File: src/rtl/adc_conv_if.sv
// adc_conv_if: scheduler-side bundle of register-block settings, ADC engine handshakes and status.
interface adc_conv_if #(parameter int CNT_W = 16);
    logic [31:0]      m_cyc_t, s_cyc_t;
    logic             stat_clr;
    logic             m_start, m_done, m_valid, m_busy;
    logic [127:0]     m_res, m_data;
    logic             s_start, s_done, s_valid, s_busy;
    logic [23:0]      i_res, v_res, i_data, v_data;
    logic [CNT_W-1:0] m_ovr_cnt, s_ovr_cnt, m_tmo_cnt, s_tmo_cnt;

    modport master (
        input  m_cyc_t, s_cyc_t, stat_clr, m_done, m_res, s_done, i_res, v_res,
        output m_start, m_valid, m_busy, m_data, s_start, s_valid, s_busy, i_data, v_data,
        output m_ovr_cnt, s_ovr_cnt, m_tmo_cnt, s_tmo_cnt
    );
    modport slave (
        output m_cyc_t, s_cyc_t, stat_clr, m_done, m_res, s_done, i_res, v_res,
        input  m_start, m_valid, m_busy, m_data, s_start, s_valid, s_busy, i_data, v_data,
        input  m_ovr_cnt, s_ovr_cnt, m_tmo_cnt, s_tmo_cnt
    );
endinterface

File: src/rtl/adc_conv_scheduler.sv
// adc_conv_scheduler: periodic start/done sequencer for the main and sub ADC engines,
// with result snapshots and saturating overrun/timeout counters.
module adc_conv_chan #(
    parameter int MIN_CYC = 100,
    parameter int TMO_CYC = 10000,
    parameter int CNT_W   = 16,
    parameter int DW      = 128
) (
    input  logic             clk,
    input  logic             rst_n,
    input  logic [31:0]      cyc_t,
    input  logic             stat_clr,
    input  logic             done,
    input  logic [DW-1:0]    res,
    output logic             start,
    output logic             valid,
    output logic             busy,
    output logic [DW-1:0]    data,
    output logic [CNT_W-1:0] ovr_cnt,
    output logic [CNT_W-1:0] tmo_cnt
);
    localparam int TW = $clog2(TMO_CYC + 1);
    typedef enum logic [1:0] {IDLE, WAIT, START, CONV} state_t;
    state_t        state;
    logic [31:0]   cnt, per_m1;
    logic [TW-1:0] tmo;
    logic          en, tick, pend, ovr_inc, tmo_inc;

    assign en      = cyc_t != '0;
    assign per_m1  = (cyc_t < 32'(MIN_CYC)) ? 32'(MIN_CYC - 1) : cyc_t - 32'd1;
    assign tick    = state != IDLE && cnt == '0;
    assign ovr_inc = en && state == CONV && tick && !done;
    // tmo counts clocks since the start pulse, the start cycle itself being clock 1
    assign tmo_inc = en && state == CONV && !done && tmo == TW'(TMO_CYC - 1);

    always_ff @(posedge clk or negedge rst_n) begin
        if (!rst_n) begin
            state   <= IDLE;
            cnt     <= '0;
            tmo     <= '0;
            pend    <= 1'b0;
            start   <= 1'b0;
            valid   <= 1'b0;
            busy    <= 1'b0;
            data    <= '0;
            ovr_cnt <= '0;
            tmo_cnt <= '0;
        end else begin
            pend    <= 1'b0;
            valid   <= pend;
            start   <= 1'b0;
            tmo     <= (state == START) ? TW'(1) : (state == CONV) ? tmo + 1'b1 : '0;
            cnt     <= (state == IDLE) ? (en ? per_m1 : cnt) : (tick ? per_m1 : cnt - 32'd1);
            ovr_cnt <= stat_clr ? '0 : ovr_cnt + CNT_W'(ovr_inc && !(&ovr_cnt));
            tmo_cnt <= stat_clr ? '0 : tmo_cnt + CNT_W'(tmo_inc && !(&tmo_cnt));
            if (!en) begin
                state <= IDLE;
                busy  <= 1'b0;
            end else begin
                case (state)
                    IDLE:  state <= WAIT;
                    WAIT:  if (tick) begin
                        state <= START;
                        start <= 1'b1;
                    end
                    START: begin
                        state <= CONV;
                        busy  <= 1'b1;
                    end
                    CONV:  if (done) begin
                        data  <= res;
                        pend  <= 1'b1;
                        state <= tick ? START : WAIT;
                        start <= tick;
                        busy  <= 1'b0;
                    end else if (tmo_inc) begin
                        state <= WAIT;
                        busy  <= 1'b0;
                    end
                    default: state <= IDLE;
                endcase
            end
        end
    end
endmodule

module adc_conv_scheduler #(
    parameter int MIN_CYC = 100,
    parameter int TMO_CYC = 10000,
    parameter int CNT_W   = 16
) (
    input logic         clk,
    input logic         rst_n,
    adc_conv_if.master  bus
);
    logic [47:0] s_data;

    assign {bus.v_data, bus.i_data} = s_data;

    adc_conv_chan #(.MIN_CYC(MIN_CYC), .TMO_CYC(TMO_CYC), .CNT_W(CNT_W), .DW(128)) u_main (
        .clk(clk), .rst_n(rst_n), .cyc_t(bus.m_cyc_t), .stat_clr(bus.stat_clr),
        .done(bus.m_done), .res(bus.m_res), .start(bus.m_start), .valid(bus.m_valid),
        .busy(bus.m_busy), .data(bus.m_data), .ovr_cnt(bus.m_ovr_cnt), .tmo_cnt(bus.m_tmo_cnt)
    );

    adc_conv_chan #(.MIN_CYC(MIN_CYC), .TMO_CYC(TMO_CYC), .CNT_W(CNT_W), .DW(48)) u_sub (
        .clk(clk), .rst_n(rst_n), .cyc_t(bus.s_cyc_t), .stat_clr(bus.stat_clr),
        .done(bus.s_done), .res({bus.v_res, bus.i_res}), .start(bus.s_start), .valid(bus.s_valid),
        .busy(bus.s_busy), .data(s_data), .ovr_cnt(bus.s_ovr_cnt), .tmo_cnt(bus.s_tmo_cnt)
    );
endmodule

File: src/flat_wrapper.sv
// flat-port wrapper written by rule: the top's interface ports become plain ports
module adc_conv_scheduler_flat 
#(
    parameter int MIN_CYC = 100,
    parameter int TMO_CYC = 10000,
    parameter int CNT_W   = 16
)
  (clk, rst_n, bus_m_cyc_t, bus_s_cyc_t, bus_stat_clr, bus_m_done, bus_m_res, bus_s_done, bus_i_res, bus_v_res, bus_m_start, bus_m_valid, bus_m_busy, bus_m_data, bus_s_start, bus_s_valid, bus_s_busy, bus_i_data, bus_v_data, bus_m_ovr_cnt, bus_s_ovr_cnt, bus_m_tmo_cnt, bus_s_tmo_cnt);
  adc_conv_if #(.CNT_W(CNT_W)) bus_i ();
  input logic clk;
  input logic rst_n;
  input wire logic [$bits(bus_i.m_cyc_t)-1:0] bus_m_cyc_t;
  input wire logic [$bits(bus_i.s_cyc_t)-1:0] bus_s_cyc_t;
  input wire logic [$bits(bus_i.stat_clr)-1:0] bus_stat_clr;
  input wire logic [$bits(bus_i.m_done)-1:0] bus_m_done;
  input wire logic [$bits(bus_i.m_res)-1:0] bus_m_res;
  input wire logic [$bits(bus_i.s_done)-1:0] bus_s_done;
  input wire logic [$bits(bus_i.i_res)-1:0] bus_i_res;
  input wire logic [$bits(bus_i.v_res)-1:0] bus_v_res;
  output wire logic [$bits(bus_i.m_start)-1:0] bus_m_start;
  output wire logic [$bits(bus_i.m_valid)-1:0] bus_m_valid;
  output wire logic [$bits(bus_i.m_busy)-1:0] bus_m_busy;
  output wire logic [$bits(bus_i.m_data)-1:0] bus_m_data;
  output wire logic [$bits(bus_i.s_start)-1:0] bus_s_start;
  output wire logic [$bits(bus_i.s_valid)-1:0] bus_s_valid;
  output wire logic [$bits(bus_i.s_busy)-1:0] bus_s_busy;
  output wire logic [$bits(bus_i.i_data)-1:0] bus_i_data;
  output wire logic [$bits(bus_i.v_data)-1:0] bus_v_data;
  output wire logic [$bits(bus_i.m_ovr_cnt)-1:0] bus_m_ovr_cnt;
  output wire logic [$bits(bus_i.s_ovr_cnt)-1:0] bus_s_ovr_cnt;
  output wire logic [$bits(bus_i.m_tmo_cnt)-1:0] bus_m_tmo_cnt;
  output wire logic [$bits(bus_i.s_tmo_cnt)-1:0] bus_s_tmo_cnt;
  assign bus_i.m_cyc_t = bus_m_cyc_t;
  assign bus_i.s_cyc_t = bus_s_cyc_t;
  assign bus_i.stat_clr = bus_stat_clr;
  assign bus_i.m_done = bus_m_done;
  assign bus_i.m_res = bus_m_res;
  assign bus_i.s_done = bus_s_done;
  assign bus_i.i_res = bus_i_res;
  assign bus_i.v_res = bus_v_res;
  assign bus_m_start = bus_i.m_start;
  assign bus_m_valid = bus_i.m_valid;
  assign bus_m_busy = bus_i.m_busy;
  assign bus_m_data = bus_i.m_data;
  assign bus_s_start = bus_i.s_start;
  assign bus_s_valid = bus_i.s_valid;
  assign bus_s_busy = bus_i.s_busy;
  assign bus_i_data = bus_i.i_data;
  assign bus_v_data = bus_i.v_data;
  assign bus_m_ovr_cnt = bus_i.m_ovr_cnt;
  assign bus_s_ovr_cnt = bus_i.s_ovr_cnt;
  assign bus_m_tmo_cnt = bus_i.m_tmo_cnt;
  assign bus_s_tmo_cnt = bus_i.s_tmo_cnt;
  adc_conv_scheduler #(.MIN_CYC(MIN_CYC), .TMO_CYC(TMO_CYC), .CNT_W(CNT_W)) u_core (.clk(clk), .rst_n(rst_n), .bus(bus_i));
endmodule
File: config.mk
export PLATFORM = sky130hd
export DESIGN_NAME = adc_conv_scheduler_flat
export DESIGN_NICKNAME = d
export VERILOG_FILES = /design/src/rtl/adc_conv_if.sv /design/src/rtl/adc_conv_scheduler.sv /design/src/flat_wrapper.sv
export SDC_FILE = /design/constraint.sdc
export NUM_CORES = 1
export LEC_CHECK = 0
export CAP_MARGIN = 20
export CORE_MARGIN = 1.5
export CORE_UTILIZATION = 45
export CTS_BUF_LIST = sky130_fd_sc_hd__clkbuf_8
export CTS_CLUSTER_DIAMETER = 120
export DETAILED_ROUTE_END_ITERATION = 10
export DONT_BUFFER_PORTS = 1
export REMOVE_ABC_BUFFERS = 1
export SYNTH_ARGS = -nofsm -noshare
export SYNTH_HDL_FRONTEND = slang
export SYNTH_SLANG_ARGS = --single-unit
File: constraint.sdc
create_clock -name clk -period 3.3 [get_ports clk]
set_clock_uncertainty 0.1 [all_clocks]
set_input_delay 0.165 -clock clk [delete_from_list [all_inputs] [get_ports clk]]
set_output_delay 0.165 -clock clk [all_outputs]
set_load 0.03 [all_outputs]
==> impl_results.html, run 1 <==
<table>
<tr><th>Metric</th><th>Value</th></tr>
<tr><th colspan="2">Die</th></tr>
<tr><td>Top-level I/O count</td><td>a little under 500</td></tr>
<tr><td>Die width</td><td>195 um</td></tr>
<tr><td>Area of the die</td><td>around 0.038 mm^2</td></tr>
<tr><td>Die Y-Extent</td><td>about 200 um</td></tr>
<tr><td>Standard-cell row count</td><td>70</td></tr>
<tr><td>Core area</td><td>around 0.036 mm^2</td></tr>
<tr><td>Initial Util</td><td>45.5%</td></tr>
<tr><th colspan="2">Worst setup path</th></tr>
<tr><td>CP Max Fanout</td><td>6</td></tr>
<tr><td>Critical Path Start</td><td>bus_s_cyc_t[24]</td></tr>
<tr><td>Path depth of the worst reg2reg path</td><td>10</td></tr>
<tr><td>Type of the setup path with the least slack</td><td>in -&gt; reg</td></tr>
<tr><td>Register-to-register path setup slack</td><td>0.22 ns</td></tr>
<tr><td>Crit path to</td><td>u_core.u_sub.ovr_cnt[12]</td></tr>
<tr><td>Launching element type of the critical path</td><td>input pin</td></tr>
<tr><td>RR Startpoint</td><td>u_core.u_main.cnt[14]</td></tr>
<tr><td>Endpoint of the worst register-to-register path</td><td>u_core.u_main.ovr_cnt[10]</td></tr>
<tr><td>Required time of the worst setup path</td><td>approximately 3.7 ns</td></tr>
<tr><td>Nature of the critical path endpoint</td><td>flop</td></tr>
<tr><td>CP arrival</td><td>approximately 3.5 ns</td></tr>
<tr><th colspan="2">Logic synthesis</th></tr>
<tr><td>Most used standard cell by instance count after synthesis</td><td>sky130_fd_sc_hd__dfrtp_1</td></tr>
<tr><td>Async SR Flop Fraction</td><td>100%</td></tr>
<tr><td>Netlist Area Pre-Place</td><td>between 0.015 and 0.02 mm^2</td></tr>
<tr><td>Largest cells by area after synthesis</td><td>sky130_fd_sc_hd__dfrtp_1 52%, sky130_fd_sc_hd__mux2_2 12%, sky130_fd_sc_hd__xor2_1 4.9%, sky130_fd_sc_hd__nor2_1 3.7%, sky130_fd_sc_hd__xnor2_1 2.3%</td></tr>
<tr><td>Post-synth EDFFs</td><td>0</td></tr>
<tr><td>Yosys warning count</td><td>0</td></tr>
<tr><td>Post-Synthesis Cells</td><td>about 1500</td></tr>
<tr><td>Post-synth top area share</td><td>51.9%</td></tr>
<tr><td>Mapped Avg Cell Area</td><td>about 11 um^2</td></tr>
<tr><td>Largest area contributor in the synthesized netlist</td><td>sky130_fd_sc_hd__dfrtp_1</td></tr>
<tr><td>Main flop type after synthesis</td><td>sky130_fd_sc_hd__dfrtp_1</td></tr>
<tr><td>List of most frequent post-synthesis cells</td><td>344 x sky130_fd_sc_hd__dfrtp_1, 176 x sky130_fd_sc_hd__mux2_2, 164 x sky130_fd_sc_hd__nor2_1, 95 x sky130_fd_sc_hd__nand2_1, 92 x sky130_fd_sc_hd__xor2_1</td></tr>
<tr><td>Post-synthesis sequential element count</td><td>344</td></tr>
<tr><td>Distinct cell type count after synthesis</td><td>a little over 70</td></tr>
<tr><td>Register area share after synthesis</td><td>about half</td></tr>
<tr><th colspan="2">Global route</th></tr>
<tr><td>Remaining Overflow, GRT</td><td>0</td></tr>
<tr><td>GRT met1 Usage</td><td>between 30% and 40%</td></tr>
<tr><td>Initial antenna violation count</td><td>10</td></tr>
<tr><td>Largest net degree at the start of global routing</td><td>~350</td></tr>
<tr><td>Peak-usage layer in the global routing report</td><td>met2</td></tr>
<tr><td>Total GRT Usage</td><td>a little over a quarter</td></tr>
<tr><td>GR Layer Usage met3</td><td>about 6.6%</td></tr>
<tr><td>Wire length of the first global-routing pass</td><td>~80000 um</td></tr>
<tr><td>Met2 track utilization from global routing</td><td>approximately 43%</td></tr>
<tr><td>Vias in the first global route</td><td>around 14000</td></tr>
<tr><th colspan="2">Worst hold path</th></tr>
<tr><td>Kind of path behind the tightest hold check</td><td>in -&gt; async</td></tr>
<tr><th colspan="2">Run</th></tr>
<tr><td>Max_cap viols</td><td>0</td></tr>
<tr><th colspan="2">Clock network</th></tr>
<tr><td>CTS tree</td><td>yes</td></tr>
<tr><td>Maximum buffer depth of the clock tree</td><td>3</td></tr>
<tr><td>Clock transition at path regs</td><td>roughly 0.060 ns</td></tr>
<tr><td>Clock root buffer</td><td>sky130_fd_sc_hd__clkbuf_8</td></tr>
<tr><td>Number of H-tree levels</td><td>2</td></tr>
<tr><td>Worst-skew pair later-pin latency</td><td>~0.64 ns</td></tr>
<tr><td>Number of sinks driven by the clock tree</td><td>between 300 and 400</td></tr>
<tr><td>Count of hold-fix buffers inserted at cts</td><td>approximately 280</td></tr>
<tr><td>Cts bufs inserted</td><td>56</td></tr>
<tr><th colspan="2">Placement</th></tr>
<tr><td>Minimum setup slack after placement</td><td>slightly above 0.1 ns</td></tr>
<tr><td>Port Buffer Count</td><td>0</td></tr>
<tr><td>Final HPWL DP</td><td>between 30000 and 40000 um</td></tr>
<tr><td>Final weighted congestion of routability-driven global placement</td><td>0.889</td></tr>
<tr><th colspan="2">Layout</th></tr>
<tr><td>Fraction of final layout cells with drive strength greater than 1</td><td>a little under a fifth</td></tr>
<tr><td>Area added between synthesis and finish</td><td>29.3%</td></tr>
<tr><td>Net count, final</td><td>between 2000 and 2500</td></tr>
<tr><td>Count of fill cells added during filler insertion</td><td>a little under 3000</td></tr>
<tr><td>Final core occ</td><td>roughly three fifths</td></tr>
<tr><th colspan="2">Outcome</th></tr>
<tr><td>Violations in the final reports</td><td>negative hold slack</td></tr>
<tr><td>Result of the run</td><td>finished with violations</td></tr>
<tr><th colspan="2">STA</th></tr>
<tr><td>Smallest setup slack after layout</td><td>between 0.15 and 0.2 ns</td></tr>
<tr><td>Fraction of the cycle the final worst path needs</td><td>between 90% and 100%</td></tr>
<tr><td>Slew HR</td><td>approximately 16%</td></tr>
<tr><td>Post-route minimum period</td><td>approximately 3.1 ns</td></tr>
<tr><td>Worst Max-Slew Pin Slew</td><td>about 1.3 ns</td></tr>
<tr><td>Number of slew-limit violations in the final report</td><td>0</td></tr>
<tr><td>Final setup violating endpoints</td><td>0</td></tr>
<tr><td>Setup TNS</td><td>0 ns</td></tr>
<tr><td>Max Clk Rate</td><td>roughly 320 MHz</td></tr>
<tr><td>Endpoints failing hold</td><td>between 300 and 400</td></tr>
<tr><td>Fin Hold WS</td><td>-0.856 ns</td></tr>
<tr><th colspan="2">Routing</th></tr>
<tr><td>Total DRC errors in the routed layout</td><td>0</td></tr>
<tr><td>Routed length per placed instance</td><td>about 22 um</td></tr>
<tr><td>TritonRoute pass-1 iters</td><td>5</td></tr>
<tr><td>Drt initial violations</td><td>1068</td></tr>
<tr><td>Average vias per placed instance</td><td>5.81</td></tr>
<tr><td>Post-route antenna net violation count</td><td>0</td></tr>
<tr><td>Routed wire length</td><td>around 51000 um</td></tr>
<tr><td>Via total after detailed routing</td><td>about 14000</td></tr>
<tr><th colspan="2">Pwr</th></tr>
<tr><td>Worst supply voltage drop on vdd</td><td>~0.33 mV</td></tr>
<tr><td>Power density normalized to cell area</td><td>between 400 and 500 mW/mm^2</td></tr>
<tr><td>Overall power of the completed layout</td><td>between 9 and 10 mW</td></tr>
<tr><td>Leakage component of the power</td><td>8.88 nW</td></tr>
</table>
==> routing by layer <==
layer | vias to the layer above | share of wire (%)
met1 | 6849 | 40
met5 | - | 0.062
met4 | 4 | 3.3
met3 | 121 | 7.5
met2 | 622 | 49
li1 | 6175 | -
==> critical path, stage by stage <==
cell and delay, ns:
sky130_fd_sc_hd__dlygate4sd3_1 0.62, sky130_fd_sc_hd__nor4_2 0.38, sky130_fd_sc_hd__nand3b_1 0.20, sky130_fd_sc_hd__dlygate4sd3_1 0.61, sky130_fd_sc_hd__or4_4 0.56, sky130_fd_sc_hd__nand2_1 0.12, sky130_fd_sc_hd__a311oi_2 0.07, sky130_fd_sc_hd__ha_1 0.26
sky130_fd_sc_hd__and2_2 0.23, sky130_fd_sc_hd__nand4_1 0.12, sky130_fd_sc_hd__xor2_1 0.15, sky130_fd_sc_hd__nor2_1 0.05
==> placed cells by master, fill, tap and decap left out, types with 28 or more instances in the layout <==
| master | netlist | final |
|---|---|---|
| sky130_fd_sc_hd__a21oi_1 | 29 | 29 |
| sky130_fd_sc_hd__buf_4 | 3 | 48 |
| sky130_fd_sc_hd__clkbuf_8 | 0 | 78 |
| sky130_fd_sc_hd__dfrtp_1 | 344 | 344 |
| sky130_fd_sc_hd__dlygate4sd3_1 | 0 | 282 |
| sky130_fd_sc_hd__inv_1 | 22 | 43 |
| sky130_fd_sc_hd__mux2_2 | 176 | 176 |
| sky130_fd_sc_hd__nand2_1 | 95 | 95 |
| sky130_fd_sc_hd__nand3_1 | 50 | 50 |
| sky130_fd_sc_hd__nand4_1 | 28 | 28 |
| sky130_fd_sc_hd__nor2_1 | 164 | 164 |
| sky130_fd_sc_hd__nor3_1 | 62 | 61 |
| sky130_fd_sc_hd__nor4_1 | 37 | 33 |
| sky130_fd_sc_hd__o21ai_0 | 58 | 58 |
| sky130_fd_sc_hd__or3_1 | 33 | 31 |
| sky130_fd_sc_hd__xnor2_1 | 43 | 43 |
| sky130_fd_sc_hd__xor2_1 | 92 | 92 |
==> through the flow <==
step                      std cells  area [um^2]
final                          2369        21400
after floorplan                1454        16300
after global routing           2367        21400
after global placement         1970        17300
after CTS                      2357        21300
after detailed placement       1970        17300
==> area by class of cell <==
cell class	count	area, um^2	share of cell area (%)
Multi-Input combinational cell	1088	7660	35.8
Antenna cell	10	25.0	0.117
Clock buffer	78	1070	5.01
Tap cell	468	586	2.73
Timing Repair Buffer	333	3250	15.2
Clock inverter	26	136	0.636
Inverter	22	82.6	0.385
Sequential cell	344	8610	40.2
==> worst min-delay path by stage <==
stage,startpoint,endpoint,cells past startpoint
after floorplan,rst_n,u_core.u_main.busy,0
after global placement,rst_n,u_core.u_sub.tmo_cnt[10],0
after detailed placement,rst_n,u_core.u_sub.tmo_cnt[10],0
after CTS,rst_n,u_core.u_sub.data[13],0
after global routing,rst_n,u_core.u_sub.data[22],0
final,rst_n,u_core.u_sub.tmo_cnt[11],0
==> timing repair <==
action                                 4_1_cts  5_1_grt
setup endpoints to repair                    0       20
setup buffers                                0        2
resized for setup                            0       10
endpoints found under the hold margin      657      344
==> registers in the layout (all words and copies together), names as in the netlist, 2 cells and up <==
register and flops:
u_core.u_main.tmo_cnt 16, u_core.u_main.cnt 32, u_core.u_sub.tmo_cnt 16, u_core.u_main.ovr_cnt 16, u_core.u_sub.data 48, u_core.u_sub.tmo 14, u_core.u_main.state 2, u_core.u_main.tmo 14
u_core.u_main.data 128, u_core.u_sub.cnt 32, u_core.u_sub.ovr_cnt 16, u_core.u_sub.state 2
==> where the power goes <==
part	internal, mW	switching (mW)
sequential	4.45	0.566
clock	2.17	1.76
combinational	0.472	0.298
==> kinds of logic after synthesis <==
logic type                 Yosys count  share of synthesized area (%)
muxes                              176                           12.0
DFF                                344                           51.9
buffers and inverters               84                           2.22
adders and majority gates           16                           1.21
xor gates and xnor gates           135                           7.13
AOI/OAI and AO/OA                  205                           8.55
and+or+nand+nor                    556                           17.0
Power figures use the tool's default switching activity.
==> run 2, diff against run 1 <==
ABC_AREA = 1   (was default)
==> run 2 against run 1 <==
Against the previous run:
- the run ends with negative hold slack, max-slew violations left
- sequential share of layout area down 2.9 points
- core utilization down 1.1 points
- clock power down 3%
- non-clock buffer count up 8
- wire length up 16%
- largest cell class unchanged
- first-iteration DRC count up 26%
- sequential cell count unchanged
==> impl_results.html, run 2 <==
<table>
<tr><th>Metric</th><th>Value</th></tr>
<tr><th colspan="2">Routing</th></tr>
<tr><td>Average vias per placed instance</td><td>roughly 5.2</td></tr>
<tr><td>Total DRC errors in the routed layout</td><td>0</td></tr>
<tr><td>Drt initial violations</td><td>1350</td></tr>
<tr><td>Routed wire length</td><td>59700 um</td></tr>
<tr><td>Routed length per placed instance</td><td>between 15 and 20 um</td></tr>
<tr><td>Via total after detailed routing</td><td>between 15000 and 20000</td></tr>
<tr><td>TritonRoute pass-1 iters</td><td>6</td></tr>
<tr><td>Post-route antenna net violation count</td><td>0</td></tr>
<tr><th colspan="2">Placement</th></tr>
<tr><td>Final weighted congestion of routability-driven global placement</td><td>around 0.96</td></tr>
<tr><td>Minimum setup slack after placement</td><td>0.205 ns</td></tr>
<tr><td>Final HPWL DP</td><td>between 40000 and 50000 um</td></tr>
<tr><td>Port Buffer Count</td><td>0</td></tr>
<tr><td>Post-detailed-placement cell area</td><td>about 0.019 mm^2</td></tr>
<tr><th colspan="2">Logic synthesis</th></tr>
<tr><td>Register area share after synthesis</td><td>between 40% and 50%</td></tr>
<tr><td>Largest area contributor in the synthesized netlist</td><td>sky130_fd_sc_hd__dfrtp_1</td></tr>
<tr><td>List of most frequent post-synthesis cells</td><td>910 x sky130_fd_sc_hd__nand2_1, 344 x sky130_fd_sc_hd__dfrtp_1, 343 x sky130_fd_sc_hd__nor2_1, 203 x sky130_fd_sc_hd__inv_1, 131 x sky130_fd_sc_hd__nand3_1</td></tr>
<tr><td>Main flop type after synthesis</td><td>sky130_fd_sc_hd__dfrtp_1</td></tr>
<tr><td>Most used standard cell by instance count after synthesis</td><td>sky130_fd_sc_hd__nand2_1</td></tr>
<tr><td>Post-synth EDFFs</td><td>0</td></tr>
<tr><td>Distinct cell type count after synthesis</td><td>47</td></tr>
<tr><td>Async SR Flop Fraction</td><td>100%</td></tr>
<tr><td>Netlist Area Pre-Place</td><td>about 0.018 mm^2</td></tr>
<tr><td>Largest cells by area after synthesis</td><td>sky130_fd_sc_hd__dfrtp_1 47%, sky130_fd_sc_hd__nand2_1 19%, sky130_fd_sc_hd__nor2_1 7.0%, sky130_fd_sc_hd__inv_1 4.1%, sky130_fd_sc_hd__nand3_1 3.6%</td></tr>
<tr><td>Post-synth top area share</td><td>between 40 and 50%</td></tr>
<tr><td>Post-Synthesis Cells</td><td>between 2000 and 2500</td></tr>
<tr><td>Mapped Avg Cell Area</td><td>7.46 um^2</td></tr>
<tr><td>Yosys warning count</td><td>0</td></tr>
<tr><td>Post-synthesis sequential element count</td><td>344</td></tr>
<tr><th colspan="2">Layout</th></tr>
<tr><td>Net count, final</td><td>just over 3000</td></tr>
<tr><td>Top reg by flops</td><td>u_core.u_main.data</td></tr>
<tr><td>Area added between synthesis and finish</td><td>25.6%</td></tr>
<tr><td>Largest registers</td><td>u_core.u_main.data (128), u_core.u_sub.data (48)</td></tr>
<tr><td>Most common cell after layout, fill and taps aside</td><td>sky130_fd_sc_hd__nand2_1</td></tr>
<tr><td>Cell area after layout</td><td>roughly 0.023 mm^2</td></tr>
<tr><td>Final core occ</td><td>approximately 58%</td></tr>
<tr><td>Largest register FFs</td><td>128</td></tr>
<tr><td>Most frequent cells in the layout</td><td>910 x sky130_fd_sc_hd__nand2_1, 344 x sky130_fd_sc_hd__dfrtp_1, 339 x sky130_fd_sc_hd__nor2_1, 303 x sky130_fd_sc_hd__dlygate4sd3_1, 215 x sky130_fd_sc_hd__inv_1</td></tr>
<tr><td>Fraction of final layout cells with drive strength greater than 1</td><td>between 7 and 8%</td></tr>
<tr><th colspan="2">Worst setup path</th></tr>
<tr><td>Master of the slowest instance on the critical path</td><td>sky130_fd_sc_hd__dlygate4sd3_1</td></tr>
<tr><td>RR Startpoint</td><td>u_core.u_main.state[0]</td></tr>
<tr><td>Critical Path Start</td><td>bus_m_cyc_t[0]</td></tr>
<tr><td>Family with the most delay on the worst path</td><td>buffers and inverters</td></tr>
<tr><td>Type of the setup path with the least slack</td><td>in -&gt; reg</td></tr>
<tr><td>Launching element type of the critical path</td><td>input pin</td></tr>
<tr><td>CP Max Fanout</td><td>6</td></tr>
<tr><td>Stages on the worst setup path</td><td>11</td></tr>
<tr><td>Most Frequent Cell on Critical Path</td><td>sky130_fd_sc_hd__dlygate4sd3_1</td></tr>
<tr><td>CP arrival</td><td>3.68 ns</td></tr>
<tr><td>Crit path to</td><td>u_core.u_main.state[0]</td></tr>
<tr><td>Nature of the critical path endpoint</td><td>flop</td></tr>
<tr><td>Longest individual stage delay on the worst path</td><td>0.70 ns</td></tr>
<tr><td>CP bufs+invs</td><td>5</td></tr>
<tr><td>Cell chain of the critical path</td><td>dlygate4sd3_1 -&gt; inv_1 -&gt; ha_2 -&gt; nand2_1 -&gt; dlygate4sd3_1 -&gt; nor2_2 -&gt; dlygate4sd3_1 -&gt; nand2_1 -&gt; nor2_1 -&gt; dlygate4sd3_1 -&gt; o21bai_1</td></tr>
<tr><td>Path depth of the worst reg2reg path</td><td>11</td></tr>
<tr><td>Register-to-register path setup slack</td><td>approximately 0.3 ns</td></tr>
<tr><td>Required time of the worst setup path</td><td>3.74 ns</td></tr>
<tr><td>Endpoint of the worst register-to-register path</td><td>u_core.u_main.cnt[0]</td></tr>
<tr><th colspan="2">Clock network</th></tr>
<tr><td>Maximum buffer depth of the clock tree</td><td>3</td></tr>
<tr><td>Worst-skew pair later-pin latency</td><td>approximately 0.65 ns</td></tr>
<tr><td>Cts bufs inserted</td><td>58</td></tr>
<tr><td>Clock root buffer</td><td>sky130_fd_sc_hd__clkbuf_8</td></tr>
<tr><td>Count of hold-fix buffers inserted at cts</td><td>304</td></tr>
<tr><td>Number of sinks driven by the clock tree</td><td>~340</td></tr>
<tr><td>Number of H-tree levels</td><td>2</td></tr>
<tr><td>CTS tree</td><td>yes</td></tr>
<tr><td>Clock transition at path regs</td><td>0.06 ns</td></tr>
<tr><th colspan="2">Global route</th></tr>
<tr><td>Largest net degree at the start of global routing</td><td>about 350</td></tr>
<tr><td>Remaining Overflow, GRT</td><td>0</td></tr>
<tr><td>Total GRT Usage</td><td>27.4%</td></tr>
<tr><td>Wire length of the first global-routing pass</td><td>91400 um</td></tr>
<tr><td>Vias in the first global route</td><td>17300</td></tr>
<tr><td>Initial antenna violation count</td><td>2</td></tr>
<tr><th colspan="2">Pwr</th></tr>
<tr><td>Worst supply voltage drop on vdd</td><td>0.581 mV</td></tr>
<tr><td>Power density normalized to cell area</td><td>around 700 mW/mm^2</td></tr>
<tr><td>Leakage component of the power</td><td>11.2 nW</td></tr>
<tr><td>Internal power component</td><td>around 9.0 mW</td></tr>
<tr><td>Sequential Power Share</td><td>a little over half</td></tr>
<tr><td>Clock network fraction of total power</td><td>roughly a quarter</td></tr>
<tr><td>Switching portion of total power</td><td>44.0%</td></tr>
<tr><td>Logic gate share of total power</td><td>22.0%</td></tr>
<tr><td>Switching component of the power</td><td>~7.0 mW</td></tr>
<tr><td>Overall power of the completed layout</td><td>around 16 mW</td></tr>
<tr><th colspan="2">Die</th></tr>
<tr><td>Core area</td><td>0.0400 mm^2</td></tr>
<tr><td>Standard-cell row count</td><td>73</td></tr>
<tr><td>Initial Util</td><td>between 40% and 50%</td></tr>
<tr><td>Area of the die</td><td>between 0.04 and 0.05 mm^2</td></tr>
<tr><td>Die width</td><td>between 200 and 250 um</td></tr>
<tr><td>Die Y-Extent</td><td>approximately 210 um</td></tr>
<tr><td>Top-level I/O count</td><td>between 400 and 500</td></tr>
<tr><th colspan="2">STA</th></tr>
<tr><td>Fin Hold WS</td><td>-0.895 ns</td></tr>
<tr><td>Post-route minimum period</td><td>between 3 and 4 ns</td></tr>
<tr><td>Smallest setup slack after layout</td><td>~0.058 ns</td></tr>
<tr><td>Slew HR</td><td>-5.48%</td></tr>
<tr><td>Setup repair after global routing missed its margin</td><td>yes</td></tr>
<tr><td>Final setup violating endpoints</td><td>0</td></tr>
<tr><td>Fraction of the cycle the final worst path needs</td><td>a little over nine tenths</td></tr>
<tr><td>Endpoints failing hold</td><td>344</td></tr>
<tr><td>Number of slew-limit violations in the final report</td><td>75</td></tr>
<tr><td>Worst Max-Slew Pin Slew</td><td>between 1.5 and 2 ns</td></tr>
<tr><td>Max Clk Rate</td><td>a little over 300 MHz</td></tr>
<tr><th colspan="2">Outcome</th></tr>
<tr><td>Result of the run</td><td>finished with violations</td></tr>
<tr><td>Violations in the final reports</td><td>negative hold slack, max-slew violations</td></tr>
<tr><th colspan="2">Worst hold path</th></tr>
<tr><td>Kind of path behind the tightest hold check</td><td>in -&gt; async</td></tr>
<tr><th colspan="2">Run</th></tr>
<tr><td>Max_cap viols</td><td>0</td></tr>
</table>
run 2: logic make-up (layout without fill, tap and decap cells):
logic type | Yosys count | count (layout) | share of synthesized area [%]
AOI/OAI and AO/OA | 201 | 201 | 6.07
and+or+nand+nor | 1560 | 1560 | 35.6
DFF | 344 | 344 | 46.8
other | 0 | 2 | 0
xor gates and xnor gates | 74 | 74 | 3.52
buffers and inverters | 271 | 650 | 6.98
adders and majority gates | 16 | 16 | 1.09
run 2: cell type report:
type / instances / area [um^2]
Sequential cell: 344 / 8610
Clock buffer: 73 / 1000
Antenna cell: 2 / 5.00
Clock inverter: 28 / 131
Multi-Input combinational cell: 1851 / 8560
Tap cell: 525 / 657
Fill cell: 3630 / 16900
Inverter: 208 / 782
Timing Repair Buffer: 341 / 3360
run 2: how the worst min path moves through the flow:
stage,start,end,cells past startpoint
3_3_place_gp,rst_n,u_core.u_main.cnt[29],0
5_1_grt,rst_n,u_core.u_main.cnt[31],0
6_report,rst_n,u_core.u_main.cnt[31],0
2_1_floorplan,rst_n,u_core.u_main.busy,0
3_5_place_dp,rst_n,u_core.u_main.cnt[31],0
4_1_cts,rst_n,u_core.u_main.cnt[31],0
run 2: through the flow:
step	cells	TNS, ns
after detailed placement	2964	0
after global routing	3371	-0.0951
final	3372	0
after global placement	2964	0
after CTS	3369	0
after floorplan	2403	-106.83
run 2: power by group through the flow:
stage | clock network [mW] | registers (mW) | logic [mW]
after floorplan | 0 | 8.24 | 2.50
after global placement | 0 | 8.72 | 3.01
after detailed placement | 0 | 8.72 | 3.13
after CTS | 3.87 | 8.68 | 3.46
after global routing | 4.09 | 8.85 | 4.05
final | 3.79 | 8.70 | 3.52
run 2: routing by layer:
metal  track usage, %  share of wire [%]  vias up
met3             8.87                9.6      122
met4             8.50                2.8        2
met1             35.4                 41     8308
li1                 -                  -     8469
met5                0              0.012        -
met2             43.8                 46      692
run 2: repair_timing:
| action | CTS | global route |
|---|---|---|
| setup buffers | 0 | 1 |
| endpoints found under the setup margin | 0 | 28 |
| hold endpoints to repair | 628 | 344 |
| gates resized for setup | 0 | 12 |
run 2: worst register-to-register path: stages (launching register included):
cell	delay, ns
sky130_fd_sc_hd__dfrtp_1	0.46
sky130_fd_sc_hd__nor2_4	0.30
sky130_fd_sc_hd__nor2_1	0.10
sky130_fd_sc_hd__nand3_1	0.16
sky130_fd_sc_hd__nor2_4	0.07
sky130_fd_sc_hd__buf_4	0.14
sky130_fd_sc_hd__nor2_4	0.52
sky130_fd_sc_hd__nor2_4	0.20
sky130_fd_sc_hd__nand2_1	0.15
sky130_fd_sc_hd__nand3_1	0.07
sky130_fd_sc_hd__dlygate4sd3_1	0.55
sky130_fd_sc_hd__o21ai_0	0.08
